===== src/rtl/vsi_duty_sequencer.sv =====
// -----------------------------------------------------------------------------
// vsi_duty_sequencer
//
// Duty-cycle sequencer that sits in front of the PWM / dead-time stage of one
// voltage-source-inverter leg. It produces the duty word `d` and the gate
// enable. A new target duty arrives over a valid/ready handshake. `d` is then
// soft-ramped toward that target by a programmable step, once per carrier
// period. A protection fault forces zero duty with the gates off until the
// fault is explicitly acknowledged.
//
// `d` only changes on the edge that closes a carrier period, so the PWM
// counter never sees a duty update in the middle of a period. Fault entry and
// reset are the exceptions: both force d=0 immediately.
//
// Handshake: a target transfers on a rising clk edge where tgt_valid and
// tgt_ready are both 1. tgt_ready depends only on the current state and on
// `fault`; it never depends on tgt_valid. The accepted value is stored on that
// same edge.
//
// Optional feature (macro DUTY_CLAMP_EN):
//   When defined, parameters DMIN/DMAX are added. Accepted targets are clamped
//   into [DMIN,DMAX]. While running, the ramp starts at DMIN and never leaves
//   that window. A ramp-down with en=0 drops straight from <=DMIN to 0.
//   When undefined, the full 0..2^DW-1 range is used.
//
// Ports:
//   clk          system clock
//   rst_n        asynchronous active-low reset
//   en           run request (0 = ramp down and stop)
//   tgt          target duty
//   tgt_valid    target offered
//   tgt_ready    target can be accepted (combinational)
//   step         ramp increment per carrier period (0 behaves as 1)
//   fault        level fault from protection
//   fault_clr    fault acknowledge pulse
//   d            duty word to PWM (registered)
//   gate_en      gate drivers may switch (registered)
//   state        00 IDLE, 01 RAMP, 10 HOLD, 11 FAULT (registered)
//   period_tick  one-cycle pulse in the last cycle of each carrier period
// -----------------------------------------------------------------------------
module vsi_duty_sequencer #(
   parameter int DW     = 10,
   parameter int PERIOD = 1024,
   parameter int SW     = 6
`ifdef DUTY_CLAMP_EN
   ,
   parameter int DMIN   = 16,
   parameter int DMAX   = 1007
`endif
) (
   input  logic          clk,
   input  logic          rst_n,
   input  logic          en,
   input  logic [DW-1:0] tgt,
   input  logic          tgt_valid,
   output logic          tgt_ready,
   input  logic [SW-1:0] step,
   input  logic          fault,
   input  logic          fault_clr,
   output logic [DW-1:0] d,
   output logic          gate_en,
   output logic [1:0]    state,
   output logic          period_tick
);

   typedef enum logic [1:0] {
      ST_IDLE  = 2'b00,
      ST_RAMP  = 2'b01,
      ST_HOLD  = 2'b10,
      ST_FAULT = 2'b11
   } state_e;

   localparam int CW = (PERIOD > 2) ? $clog2(PERIOD) : 2;
   localparam logic [CW-1:0] CNT_LAST = CW'(PERIOD - 1);
   localparam logic [CW-1:0] CNT_PRE  = CW'(PERIOD - 2);

`ifdef DUTY_CLAMP_EN
   localparam logic [DW-1:0] DMIN_W = DW'(DMIN);
   localparam logic [DW-1:0] DMAX_W = DW'(DMAX);

   function automatic logic [DW-1:0] clamp_duty(input logic [DW-1:0] v);
      if (v < DMIN_W) begin
         return DMIN_W;
      end else if (v > DMAX_W) begin
         return DMAX_W;
      end else begin
         return v;
      end
   endfunction
`endif

   state_e          state_r;
   logic [DW-1:0]   d_r;
   logic            gate_r;
   logic [DW-1:0]   tgt_r;
   logic [CW-1:0]   cnt;
   logic            tick_r;

   logic            hs;
   logic [DW-1:0]   tgt_in;
   logic [DW-1:0]   tgt_eff;
   logic [DW:0]     step_ext;
   logic [DW:0]     d_ext;
   logic [DW:0]     t_ext;
   logic [DW:0]     diff;
   logic            going_up;
   logic [DW-1:0]   ramp_d;
   logic            ramp_done;
   logic            ramp_idle;

   assign tgt_ready   = ((state_r == ST_IDLE) || (state_r == ST_HOLD)) && !fault;
   assign hs          = tgt_valid && tgt_ready;
   assign d           = d_r;
   assign gate_en     = gate_r;
   assign state       = state_r;
   assign period_tick = tick_r;

   // Value that gets stored on a handshake, and the target the ramp steers to.
   // A stopped leg always ramps toward zero, whatever was last accepted.
`ifdef DUTY_CLAMP_EN
   assign tgt_in  = clamp_duty(tgt);
   assign tgt_eff = en ? clamp_duty(tgt_r) : '0;
`else
   assign tgt_in  = tgt;
   assign tgt_eff = en ? tgt_r : '0;
`endif

   // A step of 0 would stall the ramp forever, so it behaves as 1.
   assign step_ext = (step == '0) ? (DW+1)'(1) : (DW+1)'(step);

   // Distance to target in DW+1 bits, so the subtraction cannot wrap.
   always_comb begin
      d_ext    = {1'b0, d_r};
      t_ext    = {1'b0, tgt_eff};
      going_up = (t_ext > d_ext);
      diff     = going_up ? (t_ext - d_ext) : (d_ext - t_ext);
   end

   // Duty value to apply at the next period boundary while ramping.
   // When the remaining distance exceeds the step, adding or subtracting the
   // step cannot leave 0..2^DW-1. The target lies beyond d + step, so the
   // result never overshoots and never wraps.
   always_comb begin
      ramp_d    = d_r;
      ramp_done = 1'b0;
`ifdef DUTY_CLAMP_EN
      if (en && (d_r < DMIN_W)) begin
         // Leaving zero: jump straight to the minimum pulse width.
         ramp_d    = DMIN_W;
         ramp_done = (tgt_eff == DMIN_W);
      end else if (!en && (d_r <= DMIN_W)) begin
         // Stopping: pulses below the minimum are skipped entirely.
         ramp_d    = '0;
         ramp_done = 1'b1;
      end else
`endif
      if (diff <= step_ext) begin
         ramp_d    = tgt_eff;
         ramp_done = 1'b1;
      end else if (going_up) begin
         ramp_d    = DW'(d_ext + step_ext);
      end else begin
         ramp_d    = DW'(d_ext - step_ext);
      end
      ramp_idle = ramp_done && !en && (tgt_eff == '0);
   end

   // The period counter free-runs in every state, including FAULT.
   // tick_r is registered one count early, so it is high exactly in the
   // cycle where the count equals PERIOD-1.
   always_ff @(posedge clk or negedge rst_n) begin
      if (!rst_n) begin
         cnt    <= '0;
         tick_r <= 1'b0;
      end else begin
         if (cnt == CNT_LAST) begin
            cnt <= '0;
         end else begin
            cnt <= cnt + 1'b1;
         end
         tick_r <= (cnt == CNT_PRE);
      end
   end

   // Sequencer FSM. Fault has priority over every other event, including a
   // coincident handshake or period tick.
   always_ff @(posedge clk or negedge rst_n) begin
      if (!rst_n) begin
         state_r <= ST_IDLE;
         d_r     <= '0;
         gate_r  <= 1'b0;
         tgt_r   <= '0;
      end else if (fault) begin
         state_r <= ST_FAULT;
         d_r     <= '0;
         gate_r  <= 1'b0;
         tgt_r   <= '0;
      end else begin
         if (hs) begin
            tgt_r <= tgt_in;
         end
         case (state_r)
            ST_IDLE: begin
               d_r    <= '0;
               gate_r <= 1'b0;
               if (en) begin
                  state_r <= ST_RAMP;
                  gate_r  <= 1'b1;
               end
            end
            ST_RAMP: begin
               if (tick_r) begin
                  d_r <= ramp_d;
                  if (ramp_done) begin
                     if (ramp_idle) begin
                        state_r <= ST_IDLE;
                        gate_r  <= 1'b0;
                     end else begin
                        state_r <= ST_HOLD;
                     end
                  end
               end
            end
            ST_HOLD: begin
               // A stop request restarts the ramp toward zero, even if the
               // same edge also accepts a new target.
               if (!en || (hs && (tgt_in != d_r))) begin
                  state_r <= ST_RAMP;
               end
            end
            ST_FAULT: begin
               d_r    <= '0;
               gate_r <= 1'b0;
               // fault is known to be 0 in this branch.
               if (fault_clr) begin
                  state_r <= ST_IDLE;
               end
            end
            default: begin
               state_r <= ST_IDLE;
               d_r     <= '0;
               gate_r  <= 1'b0;
            end
         endcase
      end
   end

endmodule


===== config.mk =====
export PLATFORM = sky130hd
export DESIGN_NAME = vsi_duty_sequencer
export DESIGN_NICKNAME = d
export VERILOG_FILES = /design/src/rtl/vsi_duty_sequencer.sv
export SDC_FILE = /design/constraint.sdc
export NUM_CORES = 1
export LEC_CHECK = 0
export ABC_AREA = 1
export ABC_CLOCK_PERIOD_IN_PS = 3240
export CORE_ASPECT_RATIO = 2
export CORE_MARGIN = 2
export CORE_UTILIZATION = 40
export DETAILED_ROUTE_END_ITERATION = 6
export PLACE_DENSITY_LB_ADDON = 0.25
export SLEW_MARGIN = 20
export SYNTH_ARGS = -nofsm -noshare
export SYNTH_HDL_FRONTEND = slang
export SYNTH_SLANG_ARGS = --single-unit

===== constraint.sdc =====
create_clock -name clk -period 3.24 [get_ports clk]
set_input_delay 0.648 -clock clk [delete_from_list [all_inputs] [get_ports clk]]
set_output_delay 0.648 -clock clk [all_outputs]
set_load 0.02 [all_outputs]

==> metrics.csv, run 1 <==
metric,value,unit
DRC,0,
WL/cell,17.0,um
synthesis-to-finish area growth,69.6,%
layout cells sized above 1,38.8,%
Pwr Total,0.00719,W
Worst path most repeated cell,buf_6,
synthesized area,3630,um2
CTS Buf Count,5,
Total GRT Usage,28.2,%
Die X,71.4,um
initial antenna violation count,0,
Post-Syn Nets,597,
leakage,3.18,nW
worst-skew pair later-pin latency,0.29,ns
Starting Density,40.9,%
cell family with most CP delay,simple AND/OR/NAND/NOR gates,
clk_skew,0.00646,ns
max cap viols,0,
Max rail drop VDD,0.000688,V
DR vias,4459,
first-pass GRT wire length,22.0,mm
Inserted Diodes,0,
1st-iter DRT viols,271,
min-delay worst type,flip-flop to flip-flop,
I/O pin count,37,
Worst Path Required,3.40,ns
r2r startpoint,tgt_r[8]$_DFFE_PN0P_,
worst slew pin tran,0.521,ns
critical path launch point,en,
dominant cells by area after synthesis,"dfrtp_1 (23%), ha_1 (14%), nand2_1 (12%)",
Power Dens Cells,1170,nW/um2
vias per cell,5.33,
filler instances,674,
Async SR Flop Fraction,100,%
"slowest stage cell, crit path",ha_4,
violated checks,negative setup slack,
# rows,49,
PnR worst setup slack,-0.520,ns
Core Area,8890,um2
Worst setup SP type,input port,
unrepaired setup endpoints after global routing,true,
Mapped Cells,532,
Post-synth EDFFs,0,
CP endpoint kind,flip-flop,
WHS,0.486,ns
Hold Crit Start,cnt[6]$_DFF_PN0_,
WP buf/inv,7,
# hold bufs at CTS,0,
Placer Congestion,0.942,
Fin. Hold Viols,0,
H-tree levels,2,
"Max FO, Critical Path",7,
Critical Path Max Stage Delay,0.30,ns
outcome,"complete, but fails checks",
1st-pass router iterations,6,
largest net degree at the start of global routing,35,
critical path class,input port to flip-flop,
cells along the critical path,"buf_12, buf_6, nand2_4, inv_4, ha_4, nand2_4, nor2_4, nand4_1, or2_4, nand2_8, mux2i_2, xor2_1, inv_1, ha_4, nand4_1, o22ai_2, buf_6, buf_6, nand2_8, buf_6, o211ai_2, o21ai_1",
CTS max path bufs,2,
Layout Nets,799,
vias in the first global route,4695,
most common library cells after synthesis,"nand2_1 (118), inv_1 (95), nand3_1 (50)",
root buffer cell,clkbuf_16,
Synth Warn #,0,
number of I/O port buffers,36,
Max-slew headroom,65.0,%
Clock Sinks,34,
minimum clock period after layout,3.76,ns
cell taking the most area after synthesis,dfrtp_1,
"Top FF cell, synth",dfrtp_1,
Arrival @ worst endpoint,3.92,ns
Die ar.,9910,um2
Unique masters post-synth,35,
most common cell in the synthesized netlist,nand2_1,
post-route ant nets,0,
Final HPWL DP,10.2,mm
Synth top area share,23.4,%
Die Ht,139,um
Max Slew Vio Count,0,
"Seq/Total Area, Yosys",23.4,%
Congestion Overflow GR,0,
"Period Utilization, post-route",116,%
Yosys reg bits,34,
CTS tree,done,
DRT Wirelength,14.3,mm
"Clk pin slew, worst setup/hold paths",0.06,ns
mean post-synth cell area,6.83,um2
final setup violation count,13,
Max Freq,266,MHz
==> logic make-up after synthesis <==
logic type / after synthesis / share of synthesized area [%]
and+or+nand+nor: 237 / 29.2
buffers and inverters: 107 / 11.7
AOI/OAI and AO/OA: 84 / 13.7
adders and majority gates: 43 / 15.4
DFF: 34 / 23.4
xor gates and xnor gates: 25 / 6.02
muxes: 2 / 0.551
==> layer usage <==
metal  part of all wire, %  global-route usage (%)
met1                    34                    27.5
met2                    55                    52.6
met3                   3.2                    2.33
met4                   8.1                    20.6
met5                     0                       0
==> metrics by stage <==
stage          utilization (%)  TNS, ns  setup WS (ns)  std cells  cell area (um2)
2_1_floorplan                -    -6.22         -0.579        532             3760
3_3_place_gp              57.4   -16.51          -1.44        787             5100
3_5_place_dp              57.4   -17.54          -1.46        787             5100
4_1_cts                   66.0    -5.39         -0.471        825             5870
5_1_grt                   69.4    -6.84         -0.598        837             6170
6_report                  69.4    -5.69         -0.520        837             6170
==> path summary, 6_finish.rpt <==
path / cells past startpoint / endpoint / slack [ns]
setup / recovery: 22 / d[7]$_DFFE_PN0P_ / -0.52
hold / removal: 1 / cnt[6]$_DFF_PN0_ / 0.49
setup reg to reg: 20 / d[7]$_DFFE_PN0P_ / -0.42
hold reg to reg: 1 / cnt[6]$_DFF_PN0_ / 0.49
max in group asynchronous: 2 / cnt[7]$_DFF_PN0_ / 2.13
min in group asynchronous: 2 / tgt_r[7]$_DFFE_PN0P_ / 0.78
==> flip-flops by register name, indices dropped and copies added (netlist names) <==
signal	flops
tgt_r	10
cnt	10
state	2
gate_en	1
period_tick	1
d	10
==> power breakdown <==
group          internal [W]  switching [W]  total (W)
combinational       0.00279        0.00318    0.00598
clock              0.000442       0.000199   0.000641
sequential         0.000504      0.0000636   0.000568
==> cells in the final DEF, fill, tap and decap left out, types with 12 or more instances in the layout <==
| master | count |
|---|---|
| inv_1 | 86 |
| ha_1 | 25 |
| xor2_1 | 20 |
| ha_4 | 13 |
| dfrtp_1 | 34 |
| nand2_1 | 101 |
| nand3_1 | 40 |
| clkdlybuf4s50_1 | 35 |
| buf_4 | 152 |
| o21ai_1 | 16 |
| o21ai_0 | 12 |
| nand2_2 | 17 |
| buf_6 | 14 |
| nor2_1 | 33 |
| a21oi_1 | 17 |
==> timing repair <==
item	CTS	global route
gates resized for setup	79	46
setup endpoints to repair	13	13
pin swaps	48	42
gates cloned	3	0
buffers inserted	29	13
==> final cells by class <==
type / count / area (um2) / area share [%]
Multi-Input combinational cell: 394 / 2950 / 47.8
Timing Repair Buffer: 202 / 1670 / 27.1
Sequential cell: 34 / 851 / 13.8
Inverter: 97 / 374 / 6.07
Tap cell: 102 / 128 / 2.07
Clock buffer: 5 / 125 / 2.03
Clock inverter: 3 / 68.8 / 1.12
(Power assumes the default switching activity.)
==> inputs of run 2 (changes only) <==
--- a/config.mk
+++ b/config.mk
@@ -8,8 +8,9 @@
 export ABC_AREA = 1
 export ABC_CLOCK_PERIOD_IN_PS = 3240
 export CORE_ASPECT_RATIO = 2
-export CORE_MARGIN = 2
-export CORE_UTILIZATION = 40
+export CORE_MARGIN = 4
+export CORE_UTILIZATION = 53
+export CTS_CLUSTER_DIAMETER = 120
 export DETAILED_ROUTE_END_ITERATION = 6
 export PLACE_DENSITY_LB_ADDON = 0.25
 export SLEW_MARGIN = 20
==> run 2 against run 1 <==
The flow now stops in global routing. Synthesized cell count is the same. Synthesized area is the same.
==> metrics.csv, run 2 <==
metric,value,unit,change
outcome,stopped before the end,,
Failed at,global routing,,
Tool Error,[ERROR GRT-0232] Routing congestion too high. Check the congestion heatmap in the GUI.,,
Mapped Cells,532,,unchanged
Synth Warn #,0,,unchanged
Die Ht,125,um,-9.9%
Worst EP post-GRT repair,d[7]$_DFFE_PN0P_/D,,
mean post-synth cell area,6.83,um2,unchanged
dpl ws,-1.42,ns,+0.0384 ns
# hold bufs at CTS,0,,unchanged
largest net degree at the start of global routing,35,,
CTS max path bufs,2,,unchanged
I/O pin count,37,,unchanged
CTS Buf Count,5,,unchanged
most common library cells after synthesis,"nand2_1 (118), inv_1 (95), nand3_1 (50)",,
Congestion Overflow GR,49,,
H-tree levels,2,,unchanged
Inst Count DP,773,,-1.8%
Die X,66.6,um,-6.8%
Final HPWL DP,9.92,mm,-2.6%
Unique masters post-synth,35,,unchanged
Async SR Flop Fraction,100,%,unchanged
Yosys reg bits,34,,unchanged
root buffer cell,clkbuf_16,,
Post-Syn Nets,597,,unchanged
worst endpoint type,register data pin,,
"Top FF cell, synth",dfrtp_1,,
cell taking the most area after synthesis,dfrtp_1,,
Total GRT Usage,70.1,%,
"Seq/Total Area, Yosys",23.4,%,unchanged
Synth top area share,23.4,%,unchanged
# rows,42,,-14%
Post-synth EDFFs,0,,unchanged
Clock Sinks,34,,unchanged
number of I/O port buffers,36,,unchanged
most common cell in the synthesized netlist,nand2_1,,
synthesized area,3630,um2,unchanged
Placer Congestion,0.973,,+3.2%
dominant cells by area after synthesis,"dfrtp_1 (23%), ha_1 (14%), nand2_1 (12%)",,
Starting Density,54.9,%,+14 points
## run 2: cell counts after synthesis
No cell type changed its count.
## run 2: per-layer routing
metal,GRT overflow,track usage [%]
met5,0,9.21
met4,18,75.6
met3,2,53.2
met2,29,87.3
met1,0,66.6
## run 2: kinds of logic after synthesis
| group | synth area share, % |
|---|---|
| flops | 23.4 |
| simple gates | 29.2 |
| xor+xnor | 6.02 |
| fa+ha+maj | 15.4 |
| mux | 0.551 |
| compound gates | 13.7 |
| buf+inv | 11.7 |
## run 2: per-stage QoR
step	cell area, um2	utilization [%]	hold slack (ns)
global placement	5080	76.8	0.462
detailed placement	5080	76.8	0.469
CTS	5970	90.2	0.481
floorplan	3760	-	0.352
## run 2: timing repair
item / in CTS
cloned: 2
setup buffers: 47
resized for setup: 86
pin swaps: 43
endpoints found under the setup margin: 13
==> inputs of run 3 (changes only) <==
--- a/config.mk
+++ b/config.mk
@@ -6,13 +6,11 @@
 export NUM_CORES = 1
 export LEC_CHECK = 0
 export ABC_AREA = 1
-export ABC_CLOCK_PERIOD_IN_PS = 3240
-export CORE_ASPECT_RATIO = 2
+export ABC_CLOCK_PERIOD_IN_PS = 4210
 export CORE_MARGIN = 4
-export CORE_UTILIZATION = 53
-export CTS_CLUSTER_DIAMETER = 120
+export CORE_UTILIZATION = 40
 export DETAILED_ROUTE_END_ITERATION = 6
-export PLACE_DENSITY_LB_ADDON = 0.25
+export PLACE_DENSITY_LB_ADDON = 0.15
 export SLEW_MARGIN = 20
 export SYNTH_ARGS = -nofsm -noshare
 export SYNTH_HDL_FRONTEND = slang
==> constraint.sdc (replaced) <==
create_clock -name clk -period 4.21 [get_ports clk]
set_input_delay 0.842 -clock clk [delete_from_list [all_inputs] [get_ports clk]]
set_output_delay 0.842 -clock clk [all_outputs]
set_load 0.02 [all_outputs]
==> run 3 against run 2 <==
The flow now finishes without violations.
==> metrics.csv, run 3 (synthesized netlist as in run 1, its figures left out) <==
metric,value,unit,change
outcome,"complete, no violations",,
worst r2r dst,d[8]$_DFFE_PN0P_,,
Max Slew Vio Count,0,,
root buffer cell,clkbuf_8,,
PnR worst setup slack,0.198,ns,
largest net degree at the start of global routing,35,,
area of the multi-input gates,2620,um2,
clk_skew,0.00897,ns,
Worst Path Required,4.39,ns,
critical path class,input port to flip-flop,,
vias in the first global route,3802,,
worst-skew pair later-pin latency,0.29,ns,
number of I/O port buffers,36,,unchanged
I/O pin count,37,,unchanged
most frequent cells in the layout,"nand2_1 (115), inv_1 (90), buf_4 (83)",,
r2r setup slk,0.38,ns,
Max rail drop VDD,0.000342,V,
filler instances,846,,
Final HPWL DP,8.78,mm,-12%
1st-pass router iterations,5,,
Worst path most repeated cell,nand2_1,,
critical path depth in cells,25,,
Critical Path Max Stage Delay,0.35,ns,
max cap viols,0,,
"Clk pin slew, worst setup/hold paths",0.08,ns,
Total GRT Usage,21.8,%,
final setup violation count,0,,
post-route ant nets,0,,
minimum clock period after layout,4.01,ns,
synthesis-to-finish area growth,41.1,%,
first-pass GRT wire length,18.2,mm,
leakage,2.68,nW,
CTS tree,done,,
"Period Utilization, post-route",95.3,%,
WP buf/inv,4,,
r2r startpoint,d[1]$_DFFE_PN0P_,,
Arrival @ worst endpoint,4.19,ns,
CTS max path bufs,2,,unchanged
Hold Crit Start,cnt[6]$_DFF_PN0_,,
# hold bufs at CTS,0,,unchanged
Starting Density,41.5,%,-13 points
initial antenna violation count,0,,
Congestion Overflow GR,0,,
dpl ws,-0.549,ns,+0.868 ns
DRC,0,,
Max Freq,249,MHz,
"slowest stage cell, crit path",ha_1,,
Hold Path Depth,1,,
vias per cell,5.07,,
1st-iter DRT viols,128,,
worst slew pin tran,0.603,ns,
fin util,58.5,%,
layout cells sized above 1,23.9,%,
"Max FO, Critical Path",8,,
min-delay worst type,flip-flop to flip-flop,,
DRT Wirelength,11.1,mm,
Max-slew headroom,59.4,%,
CP endpoint kind,flip-flop,,
Fin. Hold Viols,0,,
H-tree levels,2,,unchanged
Layout Nets,716,,
CTS Buf Count,5,,unchanged
FF/Latch Area,851,um2,
Core Area,8760,um2,
"commonest non-fill, non-tap cell in the layout",nand2_1,,
Clock Sinks,34,,unchanged
WL/cell,14.6,um,
Power Dens Cells,791,nW/um2,
Placer Congestion,0.954,,-1.9%
reg2reg path depth,22,,
Die Ht,103,um,-17%
Inserted Diodes,0,,
cell family with most CP delay,simple AND/OR/NAND/NOR gates,,
Die ar.,10700,um2,
Die X,103,um,+55%
# rows,34,,-19%
hold endpoint,cnt[6]$_DFF_PN0_,,
DR vias,3850,,
Worst setup SP type,input port,,
[run 3: through the flow]
step | cells | TNS (ns) | instance area (um2) | hold WS, ns | power, W
2_1_floorplan | 532 | 0 | 3640 | 0.442 | 0.00229
3_3_place_gp | 744 | -5.66 | 4670 | 0.460 | 0.00327
3_5_place_dp | 744 | -5.75 | 4670 | 0.463 | 0.00331
4_1_cts | 760 | 0 | 4990 | 0.481 | 0.00383
5_1_grt | 760 | -0.0264 | 5130 | 0.496 | 0.00446
6_report | 760 | 0 | 5130 | 0.474 | 0.00406
[run 3: worst reg2reg max path: stages, from the launching register on]
cell and delay (ns):
dfrtp_1 0.63, inv_1 0.21, ha_1 0.37, nand3_1 0.08, nand3_1 0.15, nand3_1 0.11, nand3_2 0.14, nand2_8 0.09
buf_4 0.16, a31oi_2 0.15, xor2_1 0.17, ha_1 0.29, a21oi_1 0.13, nand2_1 0.08, nand2_1 0.06, nand2_1 0.06
a21oi_2 0.17, o21ai_1 0.08, a21oi_1 0.18, xor2_1 0.21, nand2_2 0.07, o211ai_2 0.05, nand2_1 0.06
[run 3: timing repair]
action / 4_1_cts / 5_1_grt
setup buffers: 7 / 1
endpoints found under the hold margin: 0 / 0
resized for setup: 21 / 30
endpoints found under the setup margin: 13 / 13
cloned: 1 / 0
pin swaps: 6 / 17
[run 3: report_power, final]
| group | leakage (nW) | switching, W | internal [W] |
|---|---|---|---|
| Sequential | 0.446 | 0.0000835 | 0.000387 |
| Combinational | 2.18 | 0.00178 | 0.00150 |
| Clock | 0.0504 | 0.000129 | 0.000176 |
| Total | 2.68 | 0.00199 | 0.00207 |
[run 3: per-layer routing]
layer | GRT usage [%] | routed length (um)
met4 | 6.77 | 252
met2 | 37.4 | 5480
met3 | 2.41 | 384
met1 | 28.7 | 5000
met5 | 0 | 0
[run 3: cell type report]
| cell class | instances | share of cell area, % |
|---|---|---|
| Multi-Input combinational cell | 391 | 51.1 |
| Timing Repair Buffer | 122 | 20.3 |
| Sequential cell | 34 | 16.6 |
| Inverter | 97 | 7.10 |
| Tap cell | 108 | 2.63 |
| Clock buffer | 5 | 1.34 |
| Clock inverter | 3 | 0.878 |
[run 3: how the worst max path moves through the flow]
stage | slack, ns | startpoint | end
final | 0.20 | en | d[8]$_DFFE_PN0P_
after global routing | -0.01 | en | state[1]$_DFFE_PN0P_
after CTS | 0.009 | en | state[0]$_DFFE_PN0P_
after detailed placement | -0.55 | en | d[4]$_DFFE_PN0P_
after global placement | -0.52 | en | d[4]$_DFFE_PN0P_
after floorplan | 0.001 | en | d[8]$_DFFE_PN0P_
